File: config.mk
export PLATFORM = sky130hd
export DESIGN_NAME = calc_cmd_sequencer
export DESIGN_NICKNAME = d
export VERILOG_FILES = /design/src/rtl/calc_cmd_sequencer.sv
export SDC_FILE = /design/constraint.sdc
export NUM_CORES = 1
export LEC_CHECK = 0
export BUFFER_PORTS_ARGS = -buffer_cell sky130_fd_sc_hd__buf_2
export CAP_MARGIN = 5
export CORE_MARGIN = 5
export CORE_UTILIZATION = 30
export CTS_CLUSTER_SIZE = 12
export DETAILED_ROUTE_END_ITERATION = 10
export RECOVER_POWER = 100
export SETUP_SLACK_MARGIN = 0.2
export SKIP_LAST_GASP = 1
export SYNTH_ARGS = -nofsm -noshare
export SYNTH_HDL_FRONTEND = slang
export SYNTH_SLANG_ARGS = --single-unit
File: constraint.sdc
create_clock -name Clk -period 2 [get_ports Clk]
set_input_delay 0.3 -clock Clk [delete_from_list [all_inputs] [get_ports Clk]]
set_output_delay 0.3 -clock Clk [all_outputs]
set_load 0.03 [all_outputs]
File: src/rtl/calc_cmd_sequencer.sv
// Command sequencer for the stack calculator: turns button edges and UART
// command bytes into one valid/ready command stream with round-robin arbitration.
package calc_cmd_pkg;
    typedef struct packed {
        logic [1:0] op;
        logic [7:0] data;
    } cmd_t;

    localparam logic [1:0] OP_PUSH_LO = 2'b00;
    localparam logic [1:0] OP_PUSH_HI = 2'b01;
    localparam logic [1:0] OP_EXEC    = 2'b10;

    localparam logic [7:0] CH_LOW  = 8'h4C;
    localparam logic [7:0] CH_HIGH = 8'h48;
    localparam logic [7:0] CH_EXEC = 8'h58;
endpackage

module calc_cmd_sequencer
    import calc_cmd_pkg::*;
#(
    parameter int unsigned FIFO_DEPTH = 4,
    parameter int unsigned TO_W       = 26,
    parameter int unsigned TIMEOUT    = 50_000_000
) (
    input  logic                         Clk,
    input  logic                         ResetN,
    input  logic                         BtnPushLow,
    input  logic                         BtnPushHi,
    input  logic                         BtnExecute,
    input  logic [7:0]                   Switch,
    input  logic [7:0]                   RxData,
    input  logic                         RxValid,
    input  logic                         CmdReady,
    output logic                         CmdValid,
    output logic [1:0]                   CmdOp,
    output logic [7:0]                   CmdData,
    output logic                         CmdSrc,
    output logic [$clog2(FIFO_DEPTH):0]  FifoCount,
    input  logic                         ClearFlags,
    output logic                         Overflow,
    output logic                         ParseErr,
    output logic                         BtnDrop
);

    localparam int unsigned        PTR_W   = $clog2(FIFO_DEPTH);
    localparam int unsigned        CNT_W   = PTR_W + 1;
    localparam logic [CNT_W-1:0]   DEPTH_C = CNT_W'(FIFO_DEPTH);
    localparam logic [TO_W-1:0]    TO_LAST = TO_W'(TIMEOUT - 1);

    typedef enum logic {
        P_IDLE = 1'b0,
        P_WAIT = 1'b1
    } pstate_t;

    // ------------------------------------------------------------------
    // Button edge detection and pending slots (bit0 low, bit1 high, bit2 exec)
    // ------------------------------------------------------------------
    logic [2:0] btn_in;
    logic [2:0] btn_q;
    logic [2:0] btn_edge;
    logic [2:0] btn_accept;
    logic [2:0] pend_q;
    logic [2:0] pend_pop;
    logic [7:0] lo_data_q;
    logic [7:0] hi_data_q;
    logic       btn_drop_set;

    assign btn_in       = {BtnExecute, BtnPushHi, BtnPushLow};
    assign btn_edge     = btn_in & ~btn_q;
    // A slot being popped this cycle is free again for a new edge.
    assign btn_accept   = btn_edge & (~pend_q | pend_pop);
    assign btn_drop_set = |(btn_edge & ~btn_accept);

    always_ff @(posedge Clk or negedge ResetN) begin
        if (!ResetN) begin
            btn_q     <= '0;
            pend_q    <= '0;
            lo_data_q <= '0;
            hi_data_q <= '0;
        end else begin
            btn_q  <= btn_in;
            pend_q <= (pend_q & ~pend_pop) | btn_accept;
            if (btn_accept[0]) lo_data_q <= Switch;
            if (btn_accept[1]) hi_data_q <= Switch;
        end
    end

    // ------------------------------------------------------------------
    // UART parser FSM
    // ------------------------------------------------------------------
    pstate_t         p_state_q;
    pstate_t         p_state_d;
    logic [TO_W-1:0] to_cnt_q;
    logic [TO_W-1:0] to_cnt_d;
    logic [1:0]      p_op_q;
    logic [1:0]      p_op_d;
    logic            enq_req;
    cmd_t            enq_cmd;
    logic            perr_set;

    always_ff @(posedge Clk or negedge ResetN) begin
        if (!ResetN) begin
            p_state_q <= P_IDLE;
            to_cnt_q  <= '0;
            p_op_q    <= OP_PUSH_LO;
        end else begin
            p_state_q <= p_state_d;
            to_cnt_q  <= to_cnt_d;
            p_op_q    <= p_op_d;
        end
    end

    always_comb begin
        p_state_d = p_state_q;
        to_cnt_d  = to_cnt_q;
        p_op_d    = p_op_q;
        enq_req   = 1'b0;
        enq_cmd   = '0;
        perr_set  = 1'b0;
        case (p_state_q)
            P_IDLE: begin
                if (RxValid) begin
                    case (RxData)
                        CH_LOW: begin
                            p_state_d = P_WAIT;
                            p_op_d    = OP_PUSH_LO;
                            to_cnt_d  = '0;
                        end
                        CH_HIGH: begin
                            p_state_d = P_WAIT;
                            p_op_d    = OP_PUSH_HI;
                            to_cnt_d  = '0;
                        end
                        CH_EXEC: begin
                            enq_req    = 1'b1;
                            enq_cmd.op = OP_EXEC;
                        end
                        default: perr_set = 1'b1;
                    endcase
                end
            end
            P_WAIT: begin
                // A data byte arriving in the last allowed cycle still wins.
                if (RxValid) begin
                    enq_req      = 1'b1;
                    enq_cmd.op   = p_op_q;
                    enq_cmd.data = RxData;
                    p_state_d    = P_IDLE;
                end else if (to_cnt_q == TO_LAST) begin
                    perr_set  = 1'b1;
                    p_state_d = P_IDLE;
                end else begin
                    to_cnt_d = to_cnt_q + TO_W'(1);
                end
            end
            default: p_state_d = P_IDLE;
        endcase
    end

    // ------------------------------------------------------------------
    // UART command FIFO
    // ------------------------------------------------------------------
    cmd_t             fifo_mem [FIFO_DEPTH];
    logic [PTR_W-1:0] wr_ptr_q;
    logic [PTR_W-1:0] rd_ptr_q;
    logic [CNT_W-1:0] count_q;
    logic             fifo_full;
    logic             fifo_pop;
    logic             enq_ok;
    logic             ovf_set;
    cmd_t             fifo_head;

    assign fifo_full = (count_q == DEPTH_C);
    assign enq_ok    = enq_req && (!fifo_full || fifo_pop);
    assign ovf_set   = enq_req && !enq_ok;
    assign fifo_head = fifo_mem[rd_ptr_q];
    assign FifoCount = count_q;

    always_ff @(posedge Clk) begin
        if (enq_ok) fifo_mem[wr_ptr_q] <= enq_cmd;
    end

    always_ff @(posedge Clk or negedge ResetN) begin
        if (!ResetN) begin
            wr_ptr_q <= '0;
            rd_ptr_q <= '0;
            count_q  <= '0;
        end else begin
            if (enq_ok)   wr_ptr_q <= wr_ptr_q + PTR_W'(1);
            if (fifo_pop) rd_ptr_q <= rd_ptr_q + PTR_W'(1);
            case ({enq_ok, fifo_pop})
                2'b10:   count_q <= count_q + CNT_W'(1);
                2'b01:   count_q <= count_q - CNT_W'(1);
                default: count_q <= count_q;
            endcase
        end
    end

    // ------------------------------------------------------------------
    // Round-robin arbitration and output register
    // ------------------------------------------------------------------
    logic       out_load;
    logic       btn_req;
    logic       uart_req;
    logic       take_btn;
    logic       take_uart;
    logic       rr_uart_q;
    logic [2:0] btn_sel;
    cmd_t       btn_cmd;

    always_comb begin
        btn_sel = 3'b000;
        btn_cmd = '0;
        if (pend_q[0]) begin
            btn_sel      = 3'b001;
            btn_cmd.op   = OP_PUSH_LO;
            btn_cmd.data = lo_data_q;
        end else if (pend_q[1]) begin
            btn_sel      = 3'b010;
            btn_cmd.op   = OP_PUSH_HI;
            btn_cmd.data = hi_data_q;
        end else if (pend_q[2]) begin
            btn_sel    = 3'b100;
            btn_cmd.op = OP_EXEC;
        end
    end

    assign out_load  = !CmdValid || CmdReady;
    assign btn_req   = |pend_q;
    assign uart_req  = (count_q != '0);
    assign take_btn  = out_load && btn_req && (!uart_req || !rr_uart_q);
    assign take_uart = out_load && uart_req && !take_btn;
    assign pend_pop  = take_btn ? btn_sel : 3'b000;
    assign fifo_pop  = take_uart;

    always_ff @(posedge Clk or negedge ResetN) begin
        if (!ResetN) begin
            CmdValid  <= 1'b0;
            CmdOp     <= OP_PUSH_LO;
            CmdData   <= '0;
            CmdSrc    <= 1'b0;
            rr_uart_q <= 1'b0;
        end else if (out_load) begin
            CmdValid <= take_btn || take_uart;
            if (take_btn) begin
                CmdOp     <= btn_cmd.op;
                CmdData   <= btn_cmd.data;
                CmdSrc    <= 1'b0;
                rr_uart_q <= 1'b1;
            end else if (take_uart) begin
                CmdOp     <= fifo_head.op;
                CmdData   <= fifo_head.data;
                CmdSrc    <= 1'b1;
                rr_uart_q <= 1'b0;
            end
        end
    end

    // Sticky flags: a set event overrides a simultaneous clear.
    always_ff @(posedge Clk or negedge ResetN) begin
        if (!ResetN) begin
            Overflow <= 1'b0;
            ParseErr <= 1'b0;
            BtnDrop  <= 1'b0;
        end else begin
            Overflow <= ovf_set      || (Overflow && !ClearFlags);
            ParseErr <= perr_set     || (ParseErr && !ClearFlags);
            BtnDrop  <= btn_drop_set || (BtnDrop  && !ClearFlags);
        end
    end

endmodule

==> flow_metrics.env, run 1 <==
export IMPL_status="completed"
export IMPL_synth_area_mm2=0.00516
export IMPL_ys_types=53
export IMPL_dieArea_mm2=0.0199
export IMPL_irDropWorstVdd_mv=0.716
export IMPL_die_h_um=141
export IMPL_coreArea_mm2=0.0171
export IMPL_overflow=0
export IMPL_synth_cells=420
export IMPL_swShare_pct=34.4
export IMPL_hp_class="primary input to flip-flop"
export IMPL_worst_clock_skew_ns=0.00974
export IMPL_p_int_mw=5.92
export IMPL_slew_viol_final=0
export IMPL_cts_sinks=113
export IMPL_tightest_slew_ns=0.646
export IMPL_clock_latency_ns=0.41
export IMPL_grt_pass1_vias=4052
export IMPL_cp_end_kind="flip-flop"
export IMPL_seqPwrFrac_pct=35.0
export IMPL_path_class="flip-flop to flip-flop"
export IMPL_fmax_mhz=516
export IMPL_setup_violations=0
export IMPL_synth_nets=450
export IMPL_pwr_share_clk_pct=32.9
export IMPL_grt_max_degree=46
export IMPL_routed_wl_um=13300
export IMPL_root_buffer="clkbuf_16"
export IMPL_track_usage_pct=13.1
export IMPL_post_route_period_util_pct=96.9
export IMPL_gp_congestion=0.790
export IMPL_yosysSeqAreaShare_pct=58.7
export IMPL_io_pins=42
export IMPL_num_vias=3957
export IMPL_worstPathArrival_ns=2.22
export IMPL_p_leak_nw=2.83
export IMPL_ant_nets=0
export IMPL_drc=0
export IMPL_grt_pass1_wl_um=20700
export IMPL_cts_made_buffers=17
export IMPL_row_count=48
export IMPL_required_ns=2.28
export IMPL_vias_per_cell=5.13
export IMPL_path_max_fanout=11
export IMPL_clock_path_buffers=2
export IMPL_post_route_min_period_ns=1.94
export IMPL_crit_path_start_kind="flip-flop"
export IMPL_power_density_mw_per_mm2=1280
export IMPL_start_util_pct=30.2
export IMPL_ys_ff_latch=113
export IMPL_synth_async_reset_ratio_pct=64.6
export IMPL_comb_power_share_pct=32.1
export IMPL_holdWs_ns=0.0369
export IMPL_die_w_um=141
export IMPL_first_iter_violations=211
export IMPL_clk_pin_slew_ns=0.06
export IMPL_synth_area_per_cell_um2=12.3
export IMPL_relSlewSlack_pct=56.9
export IMPL_rsz0062_at_grt="true"
export IMPL_layout_drive_gt1_share_pct=38.5
export IMPL_htreeDepth=4
export IMPL_ys_warnings_count=0
export IMPL_finalNetCount=563
export IMPL_antenna_found_initial=1
export IMPL_final_cell_mix="dfrtp_1 (67), edfxtp_1 (40), buf_4 (39), nand2_1 (35), clkbuf_1 (27)"
export IMPL_dp_hpwl_um=8360
export IMPL_setup_tns_final_ns=0
export IMPL_synthFlopType="dfrtp_1"
export IMPL_mostFrequentLayoutCell="dfrtp_1"
export IMPL_finalHoldViolations=0
export IMPL_cts_tree="built"
export IMPL_first_pass_iters=4
export IMPL_area_delta_synth_final_pct=36.5
export IMPL_post_drt_wl_per_cell_um=17.3
export IMPL_port_buffers=41
export IMPL_synth_edff_count=40
export IMPL_power_switching_mw=3.11
export IMPL_cap_viol_max_count=0
==> final timing paths <==
kind | depth (start not counted) | to | slack, ns | start
setup reg to reg | 6 | CmdData[4] | 0.06 | FifoCount[0]
min in group asynchronous | 2 | CmdData[6] | 0.39 | ResetN
setup / recovery | 6 | CmdData[4] | 0.06 | FifoCount[0]
hold / removal | 1 | btn_q[1] | 0.04 | BtnPushHi
hold reg to reg | 1 | pend_q[2] | 0.47 | btn_q[2]
max in group asynchronous | 3 | to_cnt_q[7] | 0.46 | ResetN
==> metrics by stage <==
step | cell area, um^2 | utilization [%] | worst slack, ns | instances | power [mW]
after detailed placement | 6000 | 35.2 | -0.144 | 702 | 5.81
after global routing | 7040 | 41.3 | 0.0129 | 770 | 9.50
after global placement | 6000 | 35.2 | -0.0967 | 702 | 5.72
final | 7040 | 41.3 | 0.0614 | 771 | 9.03
after CTS | 6900 | 40.5 | 0.111 | 758 | 9.19
after floorplan | 5290 | - | 0.000525 | 420 | 4.99
==> flip-flops by register name, summed over array words and instances, names as in the netlist, 3 cells and up <==
signal / cells
btn_q: 3
lo_data_q: 8
FifoCount: 3
hi_data_q: 8
CmdData: 8
to_cnt_q: 26
fifo_mem: 40
pend_q: 3
==> cells by family (layout without fill, tap and decap cells) <==
group           count (synthesis)  count (layout)  synth area share (%)
compound gates                 79              79                  10.0
buf+inv                        28             148                  2.28
other cells                     0               1                     0
flops                         113             113                  58.7
simple gates                  152             157                  16.7
xor+xnor                       13              13                  2.21
mux                            29              29                  8.46
fa+ha+maj                       6               6                  1.60
==> critical path: stages (launching register included) <==
cell and delay [ns]:
dfrtp_2 0.40, or3_4 0.42, a21o_1 0.25, or2_4 0.28
buf_12 0.15, a221oi_2 0.22, a31oi_1 0.08
==> Yosys cell counts (3+ instances only) <==
library cell	instances	area, um^2
dfrtp_1	73	1830
o31ai_1	8	60.1
nor2_1	16	60.1
and4_1	3	26.3
nor2b_1	5	31.3
ha_1	5	62.6
o21ai_1	3	15.0
a21oi_1	16	80.1
and3_1	10	62.6
o21ai_0	16	80.1
buf_2	4	20.0
nand3_1	13	65.1
inv_1	10	37.5
or3_1	14	87.6
a221oi_1	9	78.8
and2_1	6	37.5
nand2_1	38	143
nor3_1	6	30.0
a31oi_1	8	50.1
clkbuf_1	13	48.8
or4_1	4	30.0
mux4_2	10	225
edfxtp_1	40	1200
nor4_1	7	43.8
nand2b_1	8	50.1
o211ai_1	9	67.6
nand4_1	7	43.8
xnor2_1	13	114
mux2_2	15	169
==> area by class of cell <==
class	count	area, um^2
Timing Repair Buffer	107	756
Clock inverter	14	159
Sequential cell	113	3040
Antenna cell	1	2.50
Inverter	10	37.5
Tap cell	225	282
Fill cell	1605	10000
Multi-Input combinational cell	284	2350
Clock buffer	17	425
==> power by group through the flow <==
stage               sequential (mW)  combinational, mW  clock, mW
global route                   3.20               3.17       3.13
floorplan                      3.47               1.52          0
detailed placement             3.18               2.63          0
CTS                            3.16               3.01       3.02
global placement               3.15               2.57          0
finish                         3.16               2.90       2.97
==> routing by layer <==
metal	vias up	part of all wire, %	global-route usage (%)
met5	-	0.097	0
met4	2	1.8	4.69
met3	19	4.1	3.15
met2	79	52	22.4
met1	2031	42	16.1
li1	1826	-	-
==> repair_timing <==
action | 4_1_cts | 5_1_grt
setup endpoints to repair | 84 | 89
hold buffers | 3 | 0
hold endpoints to repair | 11 | 0
resized for setup | 29 | 47
pin swaps | 13 | 33
gates cloned | 6 | 4
buffers inserted | 16 | 8
Power figures use the tool's default switching activity.
==> run 2: changes to the inputs <==
==> constraint.sdc (replaced) <==
create_clock -name Clk -period 2.2 [get_ports Clk]
set_input_delay 0.33 -clock Clk [delete_from_list [all_inputs] [get_ports Clk]]
set_output_delay 0.33 -clock Clk [all_outputs]
set_load 0.03 [all_outputs]
==> flow_metrics.env, run 2 (synthesis gave the netlist of run 1 again) <==
export IMPL_status="completed"
export IMPL_vias_per_cell=5.01
export IMPL_coreArea_mm2=0.0171
export IMPL_setup_violations=0
export IMPL_timing_rr_start="to_cnt_q[2]"
export IMPL_mostFrequentLayoutCell="dfrtp_1"
export IMPL_path_class="flip-flop to flip-flop"
export IMPL_num_antenna_cells=0
export IMPL_antenna_found_initial=0
export IMPL_p_int_mw=5.11
export IMPL_gp_congestion=0.763
export IMPL_clock_latency_ns=0.41
export IMPL_die_w_um=141
export IMPL_io_pins=42
export IMPL_routed_wl_um=11400
export IMPL_layout_drive_gt1_share_pct=25.0
export IMPL_cp_end_kind="flip-flop"
export IMPL_hp_class="primary input to flip-flop"
export IMPL_num_vias=3668
export IMPL_largest_register_ffs=40
export IMPL_multiInputGateArea_mm2=0.00208
export IMPL_root_buffer="clkbuf_16"
export IMPL_post_route_min_period_ns=2.05
export IMPL_final_cell_mix="dfrtp_1 (68), edfxtp_1 (40), nand2_1 (38), clkbuf_1 (28)"
export IMPL_finalNetCount=524
export IMPL_area_delta_synth_final_pct=25.0
export IMPL_ant_nets=0
export IMPL_cts_sinks=113
export IMPL_path_max_fanout=9
export IMPL_grt_max_degree=59
export IMPL_startpoint="to_cnt_q[2]"
export IMPL_finalHoldViolations=0
export IMPL_relSlewSlack_pct=39.3
export IMPL_rsz0062_at_grt="true"
export IMPL_worstRegToRegCells=5
export IMPL_worst_clock_skew_ns=0.00623
export IMPL_drc=0
export IMPL_reg_largest_list="fifo_mem (40), to_cnt_q (26)"
export IMPL_track_usage_pct=12.1
export IMPL_die_h_um=141
export IMPL_final_util_pct=37.8
export IMPL_tightest_slew_ns=0.911
export IMPL_crit_path_end="to_cnt_q[15]"
export IMPL_fin_area_mm2=0.00645
export IMPL_start_util_pct=30.2
export IMPL_r2r_end="to_cnt_q[15]"
export IMPL_clk_pin_slew_ns=0.06
export IMPL_holdWs_ns=0.0493
export IMPL_required_ns=2.53
export IMPL_place_area_mm2=0.00579
export IMPL_setup_tns_final_ns=0
export IMPL_cap_viol_max_count=0
export IMPL_power_switching_mw=2.67
export IMPL_post_route_period_util_pct=93.0
export IMPL_slew_viol_final=0
export IMPL_seqPwrFrac_pct=36.7
export IMPL_fmax_mhz=489
export IMPL_irDropWorstVdd_mv=0.739
export IMPL_p_leak_nw=2.59
export IMPL_cts_made_buffers=17
export IMPL_crit_path_start_kind="flip-flop"
export IMPL_power_density_mw_per_mm2=1210
export IMPL_port_buffers=41
export IMPL_worstPathArrival_ns=2.37
export IMPL_first_pass_iters=4
export IMPL_row_count=48
export IMPL_post_drt_wl_per_cell_um=15.6
export IMPL_cts_tree="built"
export IMPL_first_iter_violations=212
export IMPL_dieArea_mm2=0.0199
export IMPL_swShare_pct=34.3
export IMPL_htreeDepth=4
export IMPL_overflow=0
export IMPL_clock_path_buffers=2
export IMPL_fillers=1670
export IMPL_grt_pass1_wl_um=19100
export IMPL_grt_pass1_vias=3855
export IMPL_pwr_share_clk_pct=34.6
export IMPL_largest_register="fifo_mem"
export IMPL_dp_hpwl_um=7860
export IMPL_comb_power_share_pct=28.8
export IMPL_rrSetupSlack_ns=0.15
export IMPL_seq_area_mm2=0.00303
==> run 2: repair_timing <==
item / in CTS / in global routing
gates resized for setup: 6 / 15
pin swaps: 1 / 4
hold buffers: 1 / 0
buffers inserted: 3 / 5
endpoints found under the hold margin: 15 / 0
endpoints found under the setup margin: 60 / 63
==> run 2: power groups by stage <==
| stage | sequential (mW) | combinational, mW | clock (mW) |
|---|---|---|---|
| finish | 2.85 | 2.24 | 2.69 |
| CTS | 2.84 | 2.30 | 2.75 |
| detailed placement | 2.87 | 2.26 | 0 |
| global route | 2.91 | 2.47 | 2.85 |
| global placement | 2.84 | 2.20 | 0 |
| floorplan | 3.11 | 1.25 | 0 |
==> run 2: worst min path at each step <==
stage | start | to | cells after the start
after global routing | BtnPushLow | btn_q[0] | 1
after CTS | BtnPushLow | btn_q[0] | 1
after global placement | ResetN | CmdData[5] | 1
after detailed placement | ResetN | CmdData[5] | 1
final | BtnPushLow | btn_q[0] | 1
after floorplan | ResetN | BtnDrop | 0
==> run 2: metal layers <==
metal / GRT usage (%) / part of all wire, %
met2: 21.1 / 52
met5: 0 / 0
met4: 4.13 / 0.91
met3: 3.43 / 4.8
met1: 14.2 / 43
==> run 2: final cells by class <==
type	count	share of cell area (%)
clock buffers	17	6.60
clock inverters	15	2.50
inverters	10	0.582
multi-input cells	279	32.2
flip-flops and latches	113	47.1
well taps	225	4.37
repair buffers	73	6.68
==> run 2: critical path: stages, from the launching register on <==
cell and delay (ns):
dfrtp_2 0.40, and3_1 0.32, nand4_4 0.21, or4_1 0.53, or3_1 0.35, a21oi_1 0.15
==> run 2: metrics by stage <==
step / power, mW / instances / setup WS [ns]
global route: 8.23 / 732 / 0.0719
finish: 7.78 / 732 / 0.154
CTS: 7.89 / 727 / 0.176
floorplan: 4.37 / 420 / 0.190
detailed placement: 5.13 / 691 / 0.0882
global placement: 5.04 / 691 / 0.132
==> run 3: changes to the inputs <==
--- a/config.mk
+++ b/config.mk
@@ -5,6 +5,7 @@
 export SDC_FILE = /design/constraint.sdc
 export NUM_CORES = 1
 export LEC_CHECK = 0
+export ABC_AREA = 1
 export BUFFER_PORTS_ARGS = -buffer_cell sky130_fd_sc_hd__buf_2
 export CAP_MARGIN = 5
 export CORE_MARGIN = 5
==> flow_metrics.env, run 3 <==
export IMPL_vias_per_cell=4.61
export IMPL_ant_nets=0
export IMPL_port_buffers=41
export IMPL_synth_top_area_cell="dfrtp_1"
export IMPL_worstPathArrival_ns=2.25
export IMPL_r2r_end="FifoCount[1]"
export IMPL_num_vias=4633
export IMPL_clock_path_buffers=2
export IMPL_clock_latency_ns=0.42
export IMPL_ys_types=34
export IMPL_netlist_area_leader_share_pct=32.1
export IMPL_place_ws_ns=0.0110
export IMPL_dp_hpwl_um=10000
export IMPL_yosysSeqAreaShare_pct=53.3
export IMPL_finalNetCount=787
export IMPL_yosys_top_cells_area="dfrtp_1 (32%), edfxtp_1 (21%), nand2_1 (13%), nor2_1 (7.2%), nand3_1 (6.2%)"
export IMPL_grt_pass1_vias=4550
export IMPL_fmax_mhz=521
export IMPL_cpPeakStageDelay_ns=0.42
export IMPL_mostFrequentLayoutCell="nand2_1"
export IMPL_drc=0
export IMPL_area_delta_synth_final_pct=20.6
export IMPL_status="completed"
export IMPL_critPathMostFrequentCell="nand2_1"
export IMPL_required_ns=2.53
export IMPL_final_cell_mix="nand2_1 (208), nor2_1 (106), dfrtp_1 (73), nand3_1 (72), inv_1 (60)"
export IMPL_layout_drive_gt1_share_pct=12.7
export IMPL_synth_async_reset_ratio_pct=64.6
export IMPL_synthFlopType="dfrtp_1"
export IMPL_synth_area_per_cell_um2=8.30
export IMPL_critPathTopFamily="simple AND/OR/NAND/NOR gates"
export IMPL_synth_edff_count=40
export IMPL_setup_ws_ns=0.279
export IMPL_overflow=0
export IMPL_synth_cells=685
export IMPL_power_mw=7.90
export IMPL_die_w_um=148
export IMPL_fin_cells=1004
export IMPL_rsz0062_at_grt="true"
export IMPL_track_usage_pct=13.4
export IMPL_setup_tns_final_ns=0
export IMPL_root_buffer="clkbuf_16"
export IMPL_irDropWorstVdd_mv=0.587
export IMPL_fin_area_mm2=0.00686
export IMPL_hp_class="primary input to flip-flop"
export IMPL_cap_viol_max_count=0
export IMPL_die_h_um=148
export IMPL_timing_rr_start="FifoCount[1]"
export IMPL_power_density_mw_per_mm2=1150
export IMPL_coreArea_mm2=0.0187
export IMPL_io_pins=42
export IMPL_path_max_fanout=11
export IMPL_relSlewSlack_pct=35.9
export IMPL_post_route_period_util_pct=87.3
export IMPL_finalHoldViolations=0
export IMPL_crit_path_start_kind="flip-flop"
export IMPL_largest_register_ffs=40
export IMPL_rrSetupSlack_ns=0.28
export IMPL_first_pass_iters=4
export IMPL_gp_congestion=0.829
export IMPL_path_class="flip-flop to flip-flop"
export IMPL_path_cells="nor2_1, nand2_1, nand2_1, nand2_1, nand2_4, buf_4, inv_6, nand2_1, fa_1, inv_1, nand2_1, o21ai_0"
export IMPL_tightest_slew_ns=0.962
export IMPL_crit_slowest_cell="fa_1"
export IMPL_grt_pass1_wl_um=23100
export IMPL_worst_path_buf_inv=3
export IMPL_post_route_min_period_ns=1.92
export IMPL_yosys_top_cells_count="nand2_1 (202), nor2_1 (109), dfrtp_1 (73), nand3_1 (70), inv_1 (60)"
export IMPL_first_iter_violations=325
export IMPL_worstSetupPathDepth=12
export IMPL_cts_made_buffers=17
export IMPL_hold_start="BtnPushLow"
export IMPL_p_leak_nw=3.16
export IMPL_holdWs_ns=0.0351
export IMPL_htreeDepth=4
export IMPL_reg_largest_list="fifo_mem (40), to_cnt_q (26)"
export IMPL_synth_most_common_cell="nand2_1"
export IMPL_post_drt_wl_per_cell_um=13.9
export IMPL_final_util_pct=36.7
export IMPL_clk_pin_slew_ns=0.05
export IMPL_ys_warnings_count=0
export IMPL_num_antenna_cells=0
export IMPL_synth_area_mm2=0.00569
export IMPL_start_util_pct=30.4
export IMPL_worst_clock_skew_ns=0.0129
export IMPL_worstRegToRegCells=12
export IMPL_slew_viol_final=0
export IMPL_cts_tree="built"
export IMPL_routed_wl_um=13900
export IMPL_synth_nets=715
export IMPL_setup_violations=0
export IMPL_startpoint="FifoCount[1]"
export IMPL_ys_ff_latch=113
export IMPL_cts_sinks=113
export IMPL_grt_max_degree=38
export IMPL_antenna_found_initial=1
export IMPL_largest_register="fifo_mem"
export IMPL_crit_path_end="FifoCount[1]"
export IMPL_cp_end_kind="flip-flop"
export IMPL_place_area_mm2=0.00628
export IMPL_dp_cells=970
export IMPL_dieArea_mm2=0.0218
export IMPL_row_count=50
==> run 3: cell types whose count changed in the layout (fill, tap and decap cells not counted), moves of 11 or more <==
| cell | before | now |
|---|---|---|
| nand2_1 | 38 | 208 |
| xor2_1 | 0 | 11 |
| inv_1 | 9 | 60 |
| nor2_1 | 15 | 106 |
| nand3_1 | 13 | 72 |
| mux2_2 | 15 | 0 |
| or3_1 | 14 | 0 |
==> run 3: area by class of cell <==
type | count | area (um^2)
Fill cell | 1900 | 11800
Sequential cell | 113 | 3030
Timing Repair Buffer | 72 | 397
Inverter | 63 | 241
Clock inverter | 10 | 119
Clock buffer | 22 | 507
Multi-Input combinational cell | 490 | 2270
Tap cell | 234 | 293
==> run 3: worst register-to-register path: stages, from the launching register on <==
cell and delay, ns:
dfrtp_1 0.39, nor2_1 0.19, nand2_1 0.11, nand2_1 0.07, nand2_1 0.10, nand2_4 0.08, buf_4 0.13, inv_6 0.05
nand2_1 0.13, fa_1 0.43, inv_1 0.06, nand2_1 0.04, o21ai_0 0.07
==> run 3: worst min-delay path by stage <==
stage	endpoint	slack, ns	depth (start not counted)
after global placement	CmdData[7]	0.34	1
after floorplan	BtnDrop	0.03	0
after global routing	btn_q[0]	0.01	1
after CTS	btn_q[1]	0.02	1
after detailed placement	CmdData[7]	0.35	1
final	btn_q[0]	0.04	1
==> run 3: report_power, final <==
part	leakage (nW)	total [mW]	internal [mW]	switching (mW)
Sequential	1.36	2.79	2.56	0.227
Combinational	1.49	2.25	0.701	1.55
Clock	0.308	2.86	1.87	0.992
Total	3.16	7.90	5.13	2.77
==> run 3: kinds of logic after synthesis <==
group           after synthesis  share of synthesized area, %
compound gates               51                          4.95
flops                       113                          53.3
fa+ha+maj                     6                          1.45
simple gates                418                          31.8
buf+inv                      82                          6.25
xor+xnor                     15                          2.31
==> run 3: metal layers <==
| metal | vias up | global-route usage, % | routed length, um |
|---|---|---|---|
| li1 | 2354 | - | - |
| met1 | 2196 | 16.6 | 6280 |
| met2 | 70 | 22.6 | 6960 |
| met3 | 11 | 3.86 | 546 |
| met4 | 2 | 3.87 | 114 |
| met5 | - | 0 | 13 |
==> run 3: what timing repair did <==
item / 4_1_cts / 5_1_grt
resized for setup: 1 / 8
pin swaps: 0 / 0
setup endpoints to repair: 40 / 34
setup buffers: 0 / 1
gates cloned: 0 / 0
hold endpoints to repair: 34 / 0
hold buffers: 1 / 0
